--- src/rtl/m_dram_arbiter_if.sv ---
// m_dram_arbiter_if: requester and DRAM-controller signals of the shared DRAM port.
interface m_dram_arbiter_if #(
   parameter int ADDR_W = 32,
   parameter int DATA_W = 32
);
   logic [2:0]        i_req;
   logic [ADDR_W-1:0] i_ptw_addr;
   logic [ADDR_W-1:0] i_ins_addr;
   logic [ADDR_W-1:0] i_dat_addr;
   logic              i_ptw_we;
   logic              i_dat_we;
   logic [DATA_W-1:0] i_ptw_wdata;
   logic [DATA_W-1:0] i_dat_wdata;
   logic [3:0]        i_dat_be;
   logic              o_dram_le;
   logic              o_dram_we;
   logic [ADDR_W-1:0] o_dram_addr;
   logic [DATA_W-1:0] o_dram_wdata;
   logic [3:0]        o_dram_be;
   logic              i_dram_busy;
   logic [DATA_W-1:0] i_dram_rdata;
   logic [2:0]        o_grant;
   logic [2:0]        o_done;
   logic [DATA_W-1:0] o_rdata;
   logic              o_err;
   logic              o_busy;
   modport slave (
      input  i_req, i_ptw_addr, i_ins_addr, i_dat_addr, i_ptw_we, i_dat_we,
             i_ptw_wdata, i_dat_wdata, i_dat_be, i_dram_busy, i_dram_rdata,
      output o_dram_le, o_dram_we, o_dram_addr, o_dram_wdata, o_dram_be,
             o_grant, o_done, o_rdata, o_err, o_busy
   );
   modport master (
      output i_req, i_ptw_addr, i_ins_addr, i_dat_addr, i_ptw_we, i_dat_we,
             i_ptw_wdata, i_dat_wdata, i_dat_be, i_dram_busy, i_dram_rdata,
      input  o_dram_le, o_dram_we, o_dram_addr, o_dram_wdata, o_dram_be,
             o_grant, o_done, o_rdata, o_err, o_busy
   );
endinterface

--- src/rtl/m_dram_arbiter.sv ---
// m_dram_arbiter: serialises PTW/instruction/data accesses onto one DRAM port,
// one strobe at a time, with a watchdog that aborts transactions stuck on busy.
module m_dram_arbiter #(
   parameter int ADDR_W  = 32,
   parameter int DATA_W  = 32,
   parameter int TIMEOUT = 4095,
   parameter int TO_W    = 12
) (
   input logic CLK,
   input logic RST_X,
   m_dram_arbiter_if.slave bus
);
   typedef enum logic [1:0] {IDLE, ISSUE, WAIT, RESP} state_t;
   state_t            state, state_nx;
   logic [2:0]        grant, win;
   logic [ADDR_W-1:0] addr;
   logic [DATA_W-1:0] wdata, rdata;
   logic [3:0]        be;
   logic              we, err, rr, timeout;
   logic [TO_W-1:0]   wdog;
   // PTW always wins; rr breaks the instruction/data tie
   assign win = bus.i_req[0] ? 3'b001 :
                (bus.i_req[1] && (!rr || !bus.i_req[2])) ? 3'b010 :
                bus.i_req[2] ? 3'b100 : 3'b000;
   assign timeout = wdog == TO_W'(TIMEOUT);
   always_comb begin
      state_nx = state;
      case (state)
         IDLE:    state_nx = (bus.i_req != 3'b000 && !bus.i_dram_busy) ? ISSUE : IDLE;
         ISSUE:   state_nx = WAIT;
         WAIT:    state_nx = (!bus.i_dram_busy || timeout) ? RESP : WAIT;
         default: state_nx = IDLE;
      endcase
   end
   always_ff @(posedge CLK or negedge RST_X)
      if (!RST_X) state <= IDLE;
      else state <= state_nx;
   always_ff @(posedge CLK or negedge RST_X) begin
      if (!RST_X) begin
         grant <= '0;
         addr  <= '0;
         we    <= 1'b0;
         wdata <= '0;
         be    <= '0;
         rdata <= '0;
         err   <= 1'b0;
         rr    <= 1'b0;
         wdog  <= '0;
      end else begin
         case (state)
            IDLE: if (state_nx == ISSUE) begin
               grant <= win;
               addr  <= win[0] ? bus.i_ptw_addr : win[1] ? bus.i_ins_addr : bus.i_dat_addr;
               we    <= win[0] ? bus.i_ptw_we : win[2] & bus.i_dat_we;
               wdata <= win[0] ? bus.i_ptw_wdata : win[2] ? bus.i_dat_wdata : '0;
               be    <= win[2] ? bus.i_dat_be : 4'hF;
            end
            ISSUE: wdog <= '0;
            WAIT:
               if (!bus.i_dram_busy) rdata <= we ? '0 : bus.i_dram_rdata;
               else if (timeout) begin
                  err   <= 1'b1;
                  rdata <= '0;
               end else wdog <= wdog + 1'b1;
            default: begin
               rr    <= grant[1] | (rr & ~grant[2]);
               grant <= '0;
               err   <= 1'b0;
               addr  <= '0;
               we    <= 1'b0;
               wdata <= '0;
               be    <= '0;
               rdata <= '0;
            end
         endcase
      end
   end
   // latches are cleared on leaving RESP, so the bus reads 0 while idle
   assign bus.o_dram_le    = state == ISSUE && !we;
   assign bus.o_dram_we    = state == ISSUE && we;
   assign bus.o_dram_addr  = addr;
   assign bus.o_dram_wdata = wdata;
   assign bus.o_dram_be    = be;
   assign bus.o_grant      = grant;
   assign bus.o_done       = state == RESP ? grant : 3'b000;
   assign bus.o_rdata      = rdata;
   assign bus.o_err        = err;
   assign bus.o_busy       = state != IDLE;
endmodule

--- src/flat_wrapper.sv ---
// flat-port wrapper written by rule: the top's interface ports become plain ports
module m_dram_arbiter_flat 
#(
   parameter int ADDR_W  = 32,
   parameter int DATA_W  = 32,
   parameter int TIMEOUT = 4095,
   parameter int TO_W    = 12
)
  (CLK, RST_X, bus_i_req, bus_i_ptw_addr, bus_i_ins_addr, bus_i_dat_addr, bus_i_ptw_we, bus_i_dat_we, bus_i_ptw_wdata, bus_i_dat_wdata, bus_i_dat_be, bus_i_dram_busy, bus_i_dram_rdata, bus_o_dram_le, bus_o_dram_we, bus_o_dram_addr, bus_o_dram_wdata, bus_o_dram_be, bus_o_grant, bus_o_done, bus_o_rdata, bus_o_err, bus_o_busy);
  m_dram_arbiter_if #(.ADDR_W(ADDR_W), .DATA_W(DATA_W)) bus_i ();
  input logic CLK;
  input logic RST_X;
  input wire logic [$bits(bus_i.i_req)-1:0] bus_i_req;
  input wire logic [$bits(bus_i.i_ptw_addr)-1:0] bus_i_ptw_addr;
  input wire logic [$bits(bus_i.i_ins_addr)-1:0] bus_i_ins_addr;
  input wire logic [$bits(bus_i.i_dat_addr)-1:0] bus_i_dat_addr;
  input wire logic [$bits(bus_i.i_ptw_we)-1:0] bus_i_ptw_we;
  input wire logic [$bits(bus_i.i_dat_we)-1:0] bus_i_dat_we;
  input wire logic [$bits(bus_i.i_ptw_wdata)-1:0] bus_i_ptw_wdata;
  input wire logic [$bits(bus_i.i_dat_wdata)-1:0] bus_i_dat_wdata;
  input wire logic [$bits(bus_i.i_dat_be)-1:0] bus_i_dat_be;
  input wire logic [$bits(bus_i.i_dram_busy)-1:0] bus_i_dram_busy;
  input wire logic [$bits(bus_i.i_dram_rdata)-1:0] bus_i_dram_rdata;
  output wire logic [$bits(bus_i.o_dram_le)-1:0] bus_o_dram_le;
  output wire logic [$bits(bus_i.o_dram_we)-1:0] bus_o_dram_we;
  output wire logic [$bits(bus_i.o_dram_addr)-1:0] bus_o_dram_addr;
  output wire logic [$bits(bus_i.o_dram_wdata)-1:0] bus_o_dram_wdata;
  output wire logic [$bits(bus_i.o_dram_be)-1:0] bus_o_dram_be;
  output wire logic [$bits(bus_i.o_grant)-1:0] bus_o_grant;
  output wire logic [$bits(bus_i.o_done)-1:0] bus_o_done;
  output wire logic [$bits(bus_i.o_rdata)-1:0] bus_o_rdata;
  output wire logic [$bits(bus_i.o_err)-1:0] bus_o_err;
  output wire logic [$bits(bus_i.o_busy)-1:0] bus_o_busy;
  assign bus_i.i_req = bus_i_req;
  assign bus_i.i_ptw_addr = bus_i_ptw_addr;
  assign bus_i.i_ins_addr = bus_i_ins_addr;
  assign bus_i.i_dat_addr = bus_i_dat_addr;
  assign bus_i.i_ptw_we = bus_i_ptw_we;
  assign bus_i.i_dat_we = bus_i_dat_we;
  assign bus_i.i_ptw_wdata = bus_i_ptw_wdata;
  assign bus_i.i_dat_wdata = bus_i_dat_wdata;
  assign bus_i.i_dat_be = bus_i_dat_be;
  assign bus_i.i_dram_busy = bus_i_dram_busy;
  assign bus_i.i_dram_rdata = bus_i_dram_rdata;
  assign bus_o_dram_le = bus_i.o_dram_le;
  assign bus_o_dram_we = bus_i.o_dram_we;
  assign bus_o_dram_addr = bus_i.o_dram_addr;
  assign bus_o_dram_wdata = bus_i.o_dram_wdata;
  assign bus_o_dram_be = bus_i.o_dram_be;
  assign bus_o_grant = bus_i.o_grant;
  assign bus_o_done = bus_i.o_done;
  assign bus_o_rdata = bus_i.o_rdata;
  assign bus_o_err = bus_i.o_err;
  assign bus_o_busy = bus_i.o_busy;
  m_dram_arbiter #(.ADDR_W(ADDR_W), .DATA_W(DATA_W), .TIMEOUT(TIMEOUT), .TO_W(TO_W)) u_core (.CLK(CLK), .RST_X(RST_X), .bus(bus_i));
endmodule
--- config.mk ---
export PLATFORM = sky130hd
export DESIGN_NAME = m_dram_arbiter_flat
export DESIGN_NICKNAME = d
export VERILOG_FILES = /design/src/rtl/m_dram_arbiter_if.sv /design/src/rtl/m_dram_arbiter.sv /design/src/flat_wrapper.sv
export SDC_FILE = /design/constraint.sdc
export NUM_CORES = 1
export LEC_CHECK = 0
export ABC_AREA = 0
export BUFFER_PORTS_ARGS = -buffer_cell sky130_fd_sc_hd__buf_2
export CAP_MARGIN = 20
export CORE_UTILIZATION = 42
export CTS_CLUSTER_DIAMETER = 120
export DETAILED_ROUTE_END_ITERATION = 8
export GPL_ROUTABILITY_DRIVEN = 1
export PLACE_DENSITY_LB_ADDON = 0.08
export SYNTH_ARGS = -nofsm -noshare
export SYNTH_HDL_FRONTEND = slang
export SYNTH_SLANG_ARGS = --single-unit
--- constraint.sdc ---
create_clock -name CLK -period 1.8 [get_ports CLK]
set_input_delay 0.36 -clock CLK [delete_from_list [all_inputs] [get_ports CLK]]
set_output_delay 0.36 -clock CLK [all_outputs]
set_load 0.05 [all_outputs]
# Word level (Yosys, flattened, before mapping)
# Index checks and enable logic that the tools add are counted.
dict set report classes {
  n_addsub 1
  eq_ne 10
  muxes 33
  bitwise 6
  n_reduce_logical 21
}
# cell count
set ops {}
lappend ops {{$mux W32} 9}
lappend ops {{$pmux W32 S2} 3}
lappend ops {{$mux W12} 2}
lappend ops {{$pmux W12 S2} 1}
lappend ops {{$mux W3} 5}
lappend ops {{$add A12 B1 Y12 const B} 1}
lappend ops {{$eq A12 B12 Y1 const B} 1}
lappend ops {{$mux W4} 2}
lappend ops {{$pmux W4 S2} 1}
lappend ops {{$mux W1} 6}
lappend ops {{$pmux W2 S3} 1}
lappend ops {{$pmux W3 S2} 1}
lappend ops {{$reduce_and A3 Y1} 2}
lappend ops {{$eq A2 B1 Y1 const B} 2}
lappend ops {{$eq A2 B2 Y1 const B} 2}
lappend ops {{$logic_and A1 B1 Y1} 4}
lappend ops {{$logic_not A1 Y1} 4}
lappend ops {{$ne A2 B1 Y1 const B} 2}
lappend ops {{$ne A2 B2 Y1 const B} 2}
lappend ops {{$pmux W1 S2} 2}
lappend ops {{$reduce_and A2 Y1} 2}
lappend ops {{$reduce_bool A2 Y1} 2}
lappend ops {{$reduce_or A2 Y1} 2}
lappend ops {{$ne A3 B2 Y1 const B} 1}
lappend ops {{other kinds (7)} 11}
dict set report totals {
  register_bits 120
  input_bits 204
  output_inout_bits 110
  elab_cells 81
}

# Logic depth before layout (Yosys ltp)
dict set report depth {
  word_depth 9
  depth_mapped 8
  mapped_depth_nobuf 6
}

# Least setup slack after synthesis
# Ideal clock, no wire load.
dict set report synth_path {
  path_type {reg-to-reg}
  start {register u_core.state[0]}
  end {register u_core.wdata[10], in the netlist u_core.bus.o_dram_wdata[10]}
  setup_time_ns 0.125
  arrival_time_ns 1.925
  t_required_ns 1.675
  setup_slack_ns -0.250
  path_stages_with_launch 8
  n_path_buf 1
  synth_period_minus_slack_ns 2.050
  cell_sequence {dfrtp_1 > inv_1 > ha_1 > inv_1 > nor2_1 > clkbuf_1 > a22o_1 > mux2_4}
}
dict set report synth_via {
  elab_chain_cells 5
  word_cells_on_any_way 10
  classes_between {eq/ne: 4; mux: 2; bitwise: 1; reduce/logical: 3}
}
# item line
set synth_lines {}
lappend synth_lines {{from (decl)} m_dram_arbiter.sv:14} ;# state_t state, state_nx;
lappend synth_lines {{from (signal assigned)} m_dram_arbiter.sv:37} ;# else state <= state_nx;
lappend synth_lines {{$eq A2 B2 Y1, or another cell as far along} {m_dram_arbiter.sv:28, m_dram_arbiter.sv:50}}
lappend synth_lines {{$pmux W2 S3} m_dram_arbiter.sv:28} ;# case (state)
lappend synth_lines {{$eq A2 B1 Y1} m_dram_arbiter.sv:51} ;# IDLE: if (state_nx == ISSUE) begin
lappend synth_lines {{$ne A2 B1 Y1 (no source line)} -}
lappend synth_lines {{$reduce_and A2 Y1 (no source line)} -}
lappend synth_lines {{to (signal assigned)} m_dram_arbiter.sv:55} ;# wdata <= win[0] ? bus.i_ptw_wdata : win[2] ? bus.i_dat_wdata : '0;
lappend synth_lines {{to (decl)} m_dram_arbiter.sv:17} ;# logic [DATA_W-1:0] wdata, rdata;
# Several ways; a longest one is shown, not always the timed one.
# A chain may end at the register's enable or synchronous reset.

# Worst setup path after layout
dict set report layout_path {
  start {register u_core.state[1]}
  end {register u_core.addr[26], in the netlist u_core.bus.o_dram_addr[26]}
}
dict set report layout_via {
  elab_chain_cells 5
  word_cells_on_any_way 10
  classes_between {eq/ne: 4; mux: 2; bitwise: 1; reduce/logical: 3}
}
# item line
set layout_lines {}
lappend layout_lines {{$eq A2 B2 Y1, or another cell as far along} m_dram_arbiter.sv:28}
lappend layout_lines {{$pmux W2 S3 *} m_dram_arbiter.sv:28}
lappend layout_lines {{net u_core.state_nx[1]} m_dram_arbiter.sv:14}
lappend layout_lines {{$eq A2 B1 Y1 *} m_dram_arbiter.sv:51}
lappend layout_lines {{$ne A2 B1 Y1 (no source line) *} -}
lappend layout_lines {{$reduce_and A2 Y1 (no source line) *} -}
lappend layout_lines {{to (signal assigned)} m_dram_arbiter.sv:53} ;# addr <= win[0] ? bus.i_ptw_addr : win[1] ? bus.i_ins_addr : bus.i_dat_addr;
lappend layout_lines {{to (decl)} m_dram_arbiter.sv:16} ;# logic [ADDR_W-1:0] addr;
# Mark *: on every way through the listed nets, which the timed path passes. The rest lies on a longest branch.

==> impl_results.md <==
* Clock Tree Root: clkbuf_16
* Final min period at 1.88 ns
* First-pass GRT wire length at 25,600 um
* Worst Setup Slack, final at -0.0839 ns
* Number of global-route vias before repair at 4,972
* Hold buffers post-CTS at 0
* Clk buf depth at 2
* Status: complete, but fails checks
* RR Startpoint: u_core.state[1]
* Final Cycle Share at 1.05
* CORE AREA at 14,500 um2
* Global routing's busiest layer: met2
* WL per Instance at approximately 18 um
* Die height at between 100 and 150 um
* Dominant synthesized flop cell: dfrtp_1
* GRT met1 Usage at 0.272
* Skew final at 0.00723 ns
* GP Congestion at ~0.83
* Met3 Use GR at 0.0499
* Final wirelength at approximately 19,000 um
* Final setup fails at slightly above 60
* Row Count at 44
* Nets at 1,062
* Hold WS at ~0.023 ns
* Worst setup EP type: flop
* Post-DP HPWL at 12,800 um
* Maximum VDD drop at about 1000 uV
* Starting DRT DRC Count at 322
* Worst hold path type: input port to asynchronous set/reset pin
* Die X at roughly 120 um
* Slew HR at 0.572
* Netlist cell types at 47
* Crit Path Max Fanout at 8
* H-tree depth at 4
* Initial DRT Pass Iterations at 4
* Pwr dens at 2170 nW/um2
* FMAX at between 500 and 600 MHz
* Worst reg2reg path depth at 6
* Critical path class: flop to flop
* Clock Sinks at 120
* Boundary Pins at around 310
* Tot GR Track Use at 0.224
* Clock Latency Late Sink at 0.41 ns
* Post-synth ARST share at 1.00
* Layout cells sized above 1 at 0.583
* Crit Reg-Reg Endpoint: u_core.bus.o_dram_addr[26]
* Yosys warning count at 0
* Remaining DRCs at 0
* CP Launch Type: flop
* Gate Count Post-Synth at 498
* Leak at about 5.1 nW
* Largest net degree at the start of global routing at 121
* Syn Area/Cell at roughly 13 um2
* Synthesized cell area at 6230 um2
* R2r setup slk at -0.08 ns
* Via count at 5,465
* Port Buf Inserts at 313
* RSZ-0062 raised after global routing: true
* Syn-to-layout area delta at 51.1%
* Global route overflow at 0
* Die ar. at 15,300 um2
* Seq cells post-synth at between 100 and 150
* DR vias/cell at approximately 5.2
* M2 GR Usage at 0.384
* Number of synthesized flops with an enable pin at 0
* Failing checks: setup timing
* Number of antenna-violating nets in the routed design at 0
* Final Max Tran Viols at 0
* CTS Buf Count at 17
* CTS tree: built
* Starting Density at 0.429
* Slew @ Worst Pin at 0.642 ns
* Worst EP required at 2.09 ns
* Setup TNS at -2.89 ns
* Max Cap Viol at 0
* Synthesized Nets at ~710
* CTS clock-pin slew for the worst setup and hold paths at 0.06 ns
* Final hold violation count at 0
* Antenna cells at 0
* Crit path DAT at 2.17 ns
* Seq/Total Area, Yosys at 0.482
* Initial antenna violation count at 0
layout make-up:
type | instances | area (um2)
multi-input combinational | 326 | 3100
sequential | 120 | 3000
inverter | 12 | 51.3
fill | 1153 | 5110
tap | 184 | 230
timing repair buffer | 375 | 2410
clock inverter | 14 | 198
clock buffer | 18 | 429
per-stage QoR:
step	cell area (um2)	total power, mW	setup WS (ns)	instances	util
after floorplan	6290	13.0	0.00343	498	-
after CTS	9010	19.2	-0.0752	1034	0.620
after global routing	9420	21.3	-0.116	1049	0.648
after detailed placement	8250	15.2	-0.219	997	0.567
after global placement	8250	15.1	-0.195	997	0.567
final	9420	20.4	-0.0839	1049	0.648
layout by cell type (no fill, tap or decap), types with 11 or more instances in the layout:
master       n
clkbuf_16   26
buf_12      11
mux2i_1     37
buf_4       33
a22o_1      65
dfrtp_1    119
o21ai_0     37
a21oi_1     36
mux2_4      67
buf_6       14
buf_2      306
synth_stat cells (all sizes together) (2+ instances only):
cell type,instances,area (um2)
a211oi,3,22.5
and4,4,35.0
nor2,7,26.3
o21ai,38,190
nand3,6,30.0
nand4,5,46.3
and2,3,18.8
a31oi,5,31.3
dfrtp,120,3000
a41o,2,20.0
nand2b,2,12.5
clkbuf,26,97.6
nor4,2,12.5
nand2,7,26.3
a21oi,36,180
mux2i,37,370
nor2b,2,12.5
ha,6,75.1
buf,16,209
mux2,67,998
o31ai,3,22.5
a22o,65,569
and3,3,20.0
inv,12,45.0
nor3,5,25.0
xnor2,2,17.5
a21o,2,15.0
cell families (layout without fill, tap and decap cells):
family                   count (synthesis)  in the layout  share of synthesized area
buffers and inverters                   54            419                     0.0564
XOR/XNOR                                 3              3                    0.00422
adder cells (fa/ha/maj)                  6              6                     0.0120
AO/OA/AOI/OAI                          162            163                      0.179
AND/OR/NAND/NOR                         49             50                     0.0472
flip-flops                             120            120                      0.482
multiplexers                           104            104                      0.220
layer usage:
metal / up-vias / share of wire
li1: 2579 / -
met1: 2646 / 0.41
met2: 214 / 0.51
met3: 26 / 0.067
met4: 0 / 0.018
met5: - / 0
power by group:
group	internal [mW]	total [mW]	leakage (nW)	switching (mW)
Combinational	5.15	12.4	3.20	7.27
Clock	2.33	3.61	0.301	1.28
Sequential	3.78	4.42	1.60	0.641
Total	11.3	20.4	5.11	9.19
sequential cells by signal, summed over array words and instances (netlist names):
name and count:
u_core.bus.o_dram_addr 32, u_core.bus.o_dram_be 4, u_core.bus.o_dram_wdata 32, u_core.bus.o_err 1
u_core.bus.o_grant 3, u_core.bus.o_rdata 32, u_core.rr 1, u_core.state 2
u_core.wdog 12, u_core.we 1
critical path: stages (launching register included):
cell and delay (ns):
dfrtp_2 0.46, inv_4 0.09, ha_4 0.20, a21o_4 0.20
a31o_4 0.30, clkbuf_16 0.20, mux2_4 0.30
worst max-delay path by stage:
stage                                  to  depth (start not counted)       startpoint
4_1_cts                     bus_o_dram_le                          4  u_core.state[1]
6_report       u_core.bus.o_dram_addr[26]                          6  u_core.state[1]
5_1_grt                        bus_o_busy                          5  u_core.state[1]
3_5_place_dp   u_core.bus.o_dram_addr[25]                          6     bus_i_req[1]
3_3_place_gp   u_core.bus.o_dram_addr[25]                          6     bus_i_req[1]
2_1_floorplan   u_core.bus.o_dram_addr[0]                          7   u_core.wdog[0]
repair_timing:
action	in CTS	in global routing
pin swaps	3	6
buffers inserted	4	2
gates cloned	1	13
resized for setup	24	27
endpoints found under the setup margin	113	116
endpoints found under the hold margin	0	0
No activity file was read; power rests on OpenSTA's default activity.
